--- src/rtl/rainbow_pkg.sv ---
// rtl/rainbow_pkg.sv - shared mode, segment types and constants for the rainbow PWM generator
package rainbow_pkg;

    typedef enum logic [1:0] {
        MODE_RAINBOW = 2'b00,
        MODE_BREATHE = 2'b01,
        MODE_HOLD    = 2'b10,
        MODE_OFF     = 2'b11
    } mode_e;

    typedef logic [2:0] seg_t;

    localparam int unsigned NUM_SEGS = 6;
    localparam seg_t        LAST_SEG = seg_t'(NUM_SEGS - 1);

endpackage

--- src/rtl/rainbow_pwm_gen_channel.sv ---
// rtl/rainbow_pwm_gen_channel.sv - one PWM channel: period-aligned duty shadow, comparator, output flop
module pwm_channel
    import rainbow_pkg::*;
#(
    parameter int W          = 11,
    parameter bit ACTIVE_LOW = 1'b1
) (
    input  logic         clk,
    input  logic         rst,
    input  logic [W-1:0] cnt_i,
    input  logic [W-1:0] duty_i,
    input  logic         load_i,
    input  logic         off_i,
    output logic         pin_o
);

    logic [W-1:0] shadow_q;
    logic [W-1:0] shadow_d;
    logic         pin_q;
    logic         pin_d;

    // Shadow only moves on the last count of a period so a period never mixes two duties.
    always_comb begin
        shadow_d = load_i ? duty_i : shadow_q;
        pin_d    = off_i ? ACTIVE_LOW : ((cnt_i < shadow_q) ^ ACTIVE_LOW);
    end

    always_ff @(posedge clk or posedge rst) begin
        if (rst) begin
            shadow_q <= '0;
            pin_q    <= ACTIVE_LOW;
        end else begin
            shadow_q <= shadow_d;
            pin_q    <= pin_d;
        end
    end

    assign pin_o = pin_q;

endmodule

--- src/rtl/rainbow_pwm_gen.sv ---
// rtl/rainbow_pwm_gen.sv - RGB hue-cycling PWM generator; BREATHE mode built only with RAINBOW_BREATHE_EN
module rainbow_pwm_gen
    import rainbow_pkg::*;
#(
    parameter int PWM_INTERVAL = 1200,
    parameter int STEP_CYCLES  = 1667,
    parameter int ACTIVE_LOW   = 1
) (
    input  logic       clk,
    input  logic       rst,
    input  logic [1:0] mode,
    output logic       RGB_R,
    output logic       RGB_G,
    output logic       RGB_B,
    output logic [2:0] seg,
    output logic       cycle_done
);

    localparam int LW = $clog2(PWM_INTERVAL + 1);
    localparam int PW = (STEP_CYCLES > 1) ? $clog2(STEP_CYCLES) : 1;
    localparam logic [LW-1:0] M_V      = LW'(PWM_INTERVAL);
    localparam logic [LW-1:0] CNT_LAST = LW'(PWM_INTERVAL - 1);
    localparam logic [PW-1:0] PRE_LAST = PW'(STEP_CYCLES - 1);

    mode_e mode_s;
    logic  run;
    logic  off;
    logic  tick;
    logic  clear;

    logic [PW-1:0] pre_q, pre_d;
    logic [LW-1:0] lvl_q, lvl_d;
    seg_t          seg_q, seg_d;
    logic          done_q, done_d;
    logic [LW-1:0] cnt_q, cnt_d;

    seg_t          nxt_seg;
    logic          seg_wrap;
    logic [LW-1:0] inv;
    logic [LW-1:0] duty_r, duty_g, duty_b;
    logic          load;

    assign mode_s = mode_e'(mode);
    assign run    = (mode_s == MODE_RAINBOW) || (mode_s == MODE_BREATHE);
    assign off    = (mode_s == MODE_OFF);
    assign tick   = run && (pre_q == PRE_LAST);
    assign inv    = M_V - lvl_q;
    assign load   = (cnt_q == CNT_LAST);

`ifdef RAINBOW_BREATHE_EN
    logic breathe_q, breathe_d;

    // Remembers which running pattern owns the frozen state, so HOLD/OFF keep its duties.
    assign breathe_d = run ? (mode_s == MODE_BREATHE) : breathe_q;
    assign clear     = run && (breathe_d != breathe_q);

    always_ff @(posedge clk or posedge rst) begin
        if (rst) breathe_q <= 1'b0;
        else     breathe_q <= breathe_d;
    end
`else
    assign clear = 1'b0;
`endif

    always_comb begin
        nxt_seg  = (seg_q == LAST_SEG) ? '0 : seg_q + 1'b1;
        seg_wrap = (seg_q == LAST_SEG);
`ifdef RAINBOW_BREATHE_EN
        if (breathe_q) begin
            nxt_seg  = (seg_q == '0) ? seg_t'(1) : '0;
            seg_wrap = (seg_q != '0);
        end
`endif
    end

    always_comb begin
        pre_d  = pre_q;
        lvl_d  = lvl_q;
        seg_d  = seg_q;
        done_d = 1'b0;
        cnt_d  = load ? '0 : cnt_q + 1'b1;
        if (clear) begin
            pre_d = '0;
            lvl_d = '0;
            seg_d = '0;
        end else if (run) begin
            pre_d = tick ? '0 : pre_q + 1'b1;
            if (tick) begin
                if (lvl_q != M_V) begin
                    lvl_d = lvl_q + 1'b1;
                end else begin
                    lvl_d  = '0;
                    seg_d  = nxt_seg;
                    done_d = seg_wrap;
                end
            end
        end
    end

    always_ff @(posedge clk or posedge rst) begin
        if (rst) begin
            pre_q  <= '0;
            lvl_q  <= '0;
            seg_q  <= '0;
            done_q <= 1'b0;
            cnt_q  <= '0;
        end else begin
            pre_q  <= pre_d;
            lvl_q  <= lvl_d;
            seg_q  <= seg_d;
            done_q <= done_d;
            cnt_q  <= cnt_d;
        end
    end

    always_comb begin
        duty_r = '0;
        duty_g = '0;
        duty_b = '0;
        case (seg_q)
            3'd0: begin duty_r = M_V;   duty_g = lvl_q; duty_b = '0;    end
            3'd1: begin duty_r = inv;   duty_g = M_V;   duty_b = '0;    end
            3'd2: begin duty_r = '0;    duty_g = M_V;   duty_b = lvl_q; end
            3'd3: begin duty_r = '0;    duty_g = inv;   duty_b = M_V;   end
            3'd4: begin duty_r = lvl_q; duty_g = '0;    duty_b = M_V;   end
            3'd5: begin duty_r = M_V;   duty_g = '0;    duty_b = inv;   end
            default: ;
        endcase
`ifdef RAINBOW_BREATHE_EN
        if (breathe_q) begin
            duty_r = (seg_q == '0) ? lvl_q : inv;
            duty_g = duty_r;
            duty_b = duty_r;
        end
`endif
    end

    pwm_channel #(.W(LW), .ACTIVE_LOW(ACTIVE_LOW != 0)) u_ch_r (
        .clk(clk), .rst(rst), .cnt_i(cnt_q), .duty_i(duty_r),
        .load_i(load), .off_i(off), .pin_o(RGB_R)
    );

    pwm_channel #(.W(LW), .ACTIVE_LOW(ACTIVE_LOW != 0)) u_ch_g (
        .clk(clk), .rst(rst), .cnt_i(cnt_q), .duty_i(duty_g),
        .load_i(load), .off_i(off), .pin_o(RGB_G)
    );

    pwm_channel #(.W(LW), .ACTIVE_LOW(ACTIVE_LOW != 0)) u_ch_b (
        .clk(clk), .rst(rst), .cnt_i(cnt_q), .duty_i(duty_b),
        .load_i(load), .off_i(off), .pin_o(RGB_B)
    );

    assign seg        = seg_q;
    assign cycle_done = done_q;

endmodule

--- config.mk ---
export PLATFORM = sky130hd
export DESIGN_NAME = rainbow_pwm_gen
export DESIGN_NICKNAME = d
export VERILOG_FILES = /design/src/rtl/rainbow_pkg.sv /design/src/rtl/rainbow_pwm_gen_channel.sv /design/src/rtl/rainbow_pwm_gen.sv
export SDC_FILE = /design/constraint.sdc
export NUM_CORES = 1
export LEC_CHECK = 0
export ABC_CLOCK_PERIOD_IN_PS = 2550
export BUFFER_PORTS_ARGS = -buffer_cell sky130_fd_sc_hd__buf_2
export CAP_MARGIN = 20
export CORE_AREA = 2 2 80 121
export DETAILED_ROUTE_END_ITERATION = 8
export DIE_AREA = 0 0 82 123
export GPL_ROUTABILITY_DRIVEN = 0
export PLACE_DENSITY_LB_ADDON = 0.1
export REMOVE_ABC_BUFFERS = 1
export SLEW_MARGIN = 0
export SYNTH_ARGS = -nofsm -noshare
export SYNTH_HDL_FRONTEND = slang
export SYNTH_SLANG_ARGS = --single-unit
export TNS_END_PERCENT = 5
--- constraint.sdc ---
create_clock -name clk -period 2.55 [get_ports clk]
set_input_delay 0.51 -clock clk [delete_from_list [all_inputs] [get_ports clk]]
set_output_delay 0.51 -clock clk [all_outputs]
set_load 0.05 [all_outputs]
==> impl_metrics.json <==
{
  "power_density_nw_per_um2": 532,
  "ctsHoldBuffers": 0,
  "die_x_um": 82,
  "ys_ff_latch": 73,
  "cts_setup_buffers": 0,
  "relSlewSlack": 0.395,
  "grt_max_degree": 74,
  "drc": 0,
  "layout-drive-gt1-share": 0.0976,
  "utilization": 0.547,
  "setup_tns_ns": 0,
  "maxCapViolCount": 0,
  "drv_slew": 0,
  "rsz0062_at_grt": "false",
  "p_leak_uw": 0.00209,
  "synth_warnings": 0,
  "h-tree-depth": 3,
  "start_util": 0.491,
  "crit_path_end_kind": "flop",
  "cts_tree": "built",
  "synth.avg_cell_area_um2": 9.08,
  "min_path_type": "in -> async",
  "crit_arrival_ns": 2.55,
  "clockRootBuffer": "clkbuf_16",
  "cp-start-kind": "flop",
  "path_max_fanout": 61,
  "n_antenna_cell": 0,
  "synth_area_leader_cell": "dfrtp_1",
  "fmax_mhz": 440,
  "ant_nets": 0,
  "clock_path_buffers": 2,
  "clk_pin_slew_worst_paths_ns": 0.06,
  "worst_ir_drop_vdd_v": 0.000460,
  "clk_latency_ns": 0.34,
  "cts-buffers-inserted": 9,
  "rr_worst_depth": 7,
  "placementRows": 43,
  "grt_overflow": 0,
  "antenna_found_initial": 0,
  "ios": 11,
  "timing.rr.end": "u_ch_r.shadow_q[0]",
  "dr.first_iter.drc_count": 282,
  "fin_crit_ns": 2.27,
  "critPathRequiredTime_ns": 2.83,
  "wire_per_inst_um": 17.8,
  "hold_violations": 0,
  "synth_edf_count": 0,
  "finalNetCount": 537,
  "status": "finished clean",
  "routed_via_density": 5.93,
  "synthTopCellsByArea": "dfrtp_1 (39%), ha_1 (10%), o21ai_0 (5.0%)",
  "regToRegSetupSlack_ns": 0.28,
  "synth_area_um2": 4440,
  "fp.dieH_um": 123,
  "path_class": "reg -> reg",
  "die_area_um2": 10100,
  "grt_pass1_vias": 3497,
  "cts_sinks": 73,
  "grt_usage": 0.231,
  "yosysSeqAreaShare": 0.412,
  "fin_skew_ns": 0.00660,
  "hpwl_um": 7850,
  "drt-total-wl_um": 10900,
  "port_buffers": 10,
  "synth.distinct_cells": 53,
  "cts_resized": 0,
  "crit_start": "cnt_q[1]",
  "core_area_um2": 9040,
  "worstMarginPinSlew_ns": 0.900,
  "grt_first_pass_wirelength_um": 17600,
  "setup_viol": 0,
  "dr.pass1.iters": 5,
  "area_growth_pct": 11.4,
  "synthCells": 489,
  "synthFlopType": "dfrtp_1",
  "yosysTopAreaCellShare": 0.395,
  "layout_worst_path_cycle_share": 0.892,
  "via_count": 3643,
  "synth-async-reset-ratio": 1.00,
  "cp-endpoint": "u_ch_r.shadow_q[0]",
  "r2r_start": "cnt_q[1]"
}
## registers in the layout, indices dropped and copies added, names as in the netlist
signal,flops
seg,3
u_ch_r.shadow_q,11
cnt_q,11
u_ch_r.pin_o,1
u_ch_b.shadow_q,11
lvl_q,11
u_ch_g.shadow_q,11
cycle_done,1
pre_q,11
u_ch_b.pin_o,1
u_ch_g.pin_o,1
## Yosys cell counts (4+ instances only)
master    count
and4_1        4
a21o_1        5
ha_1         36
and3_1        4
o21bai_1      4
nand2b_1      9
o21ai_0      44
a31oi_1       5
a211oi_1     10
dfrtp_1      70
o211ai_1      5
a21oi_1      34
xnor2_1      17
nor2_1       38
nand2_1      33
a221oi_1     11
nand4_1       8
xor2_1        8
or3_1        11
clkbuf_1     19
nand3_1      11
inv_1        39
o31ai_1       5
nor3_1        9
## worst max-delay path, stage by stage, from the launching register on
cell and delay, ns:
dfrtp_1 0.45, ha_1 0.28, and4_1 0.26, nand4_1 0.16, buf_12 0.23, a2111oi_0 0.52, buf_4 0.21, a21o_1 0.08
## worst min-delay path by stage
stage          slack (ns)          startpoint                  to
2_1_floorplan        0.45  u_ch_r.shadow_q[3]  u_ch_r.shadow_q[3]
4_1_cts              0.27                 rst            cnt_q[9]
3_5_place_dp         0.47  u_ch_r.shadow_q[5]  u_ch_r.shadow_q[5]
6_report             0.26                 rst           cnt_q[10]
5_1_grt              0.29                 rst            cnt_q[8]
3_3_place_gp         0.47  u_ch_r.shadow_q[5]  u_ch_r.shadow_q[5]
## area by class of cell
class / instances / area [um2]
timing repair buffer: 24 / 180
clock inverter: 5 / 56.3
inverter: 39 / 146
clock buffer: 11 / 243
sequential: 73 / 1830
fill: 818 / 4100
tap: 112 / 140
multi-input combinational: 350 / 2350
## logic make-up (layout without fill, tap and decap cells)
group	after synthesis	count (layout)	share of synthesized area
AOI/OAI and AO/OA	141	141	0.204
xor gates and xnor gates	25	25	0.0493
adders and majority gates	36	36	0.101
buffers and inverters	66	79	0.0589
DFF	73	73	0.412
muxes	3	3	0.00733
and+or+nand+nor	145	145	0.167
## routing by layer
metal | global-route usage | share of wire | up-vias | wire [um]
met5 | 0 | 0 | - | 0
met4 | 0.0906 | 0.022 | 0 | 241
met3 | 0.0416 | 0.032 | 19 | 352
met2 | 0.384 | 0.51 | 99 | 5570
met1 | 0.294 | 0.43 | 1759 | 4740
li1 | - | - | 1766 | -
## stage by stage
step	hold WS, ns	power (uW)	std cells	cell area, um2	setup slack (ns)
floorplan	0.449	1330	462	4320	-0.413
global placement	0.468	1370	598	4640	0.392
detailed placement	0.474	1380	598	4640	0.335
finish	0.258	2630	614	4940	0.277
global route	0.288	2730	614	4940	0.131
CTS	0.274	2650	614	4940	0.286
## where the power goes
group	switching, uW	internal, uW	total, uW
registers	56.7	1200	1260
clock network	491	782	1270
logic	58.5	43.8	102
## cell usage in the layout, fill, tap and decap left out, drive strengths merged, types with 3 or more instances in the layout
cell type	instances
a211oi	10
a21o	6
a21oi	34
a221oi	13
a22oi	3
a31oi	5
and2	3
and3	4
and4	4
buf	24
clkbuf	11
clkinv	3
dfrtp	70
dfstp	3
ha	36
inv	39
nand2	33
nand2b	9
nand3	11
nand4	8
nor2	38
nor2b	3
nor3	9
o211ai	5
o21ai	44
o21bai	4
o22ai	3
o31ai	5
or3	11
xnor2	17
xor2	8
Note: power is estimated with default switching activity, not from simulation.
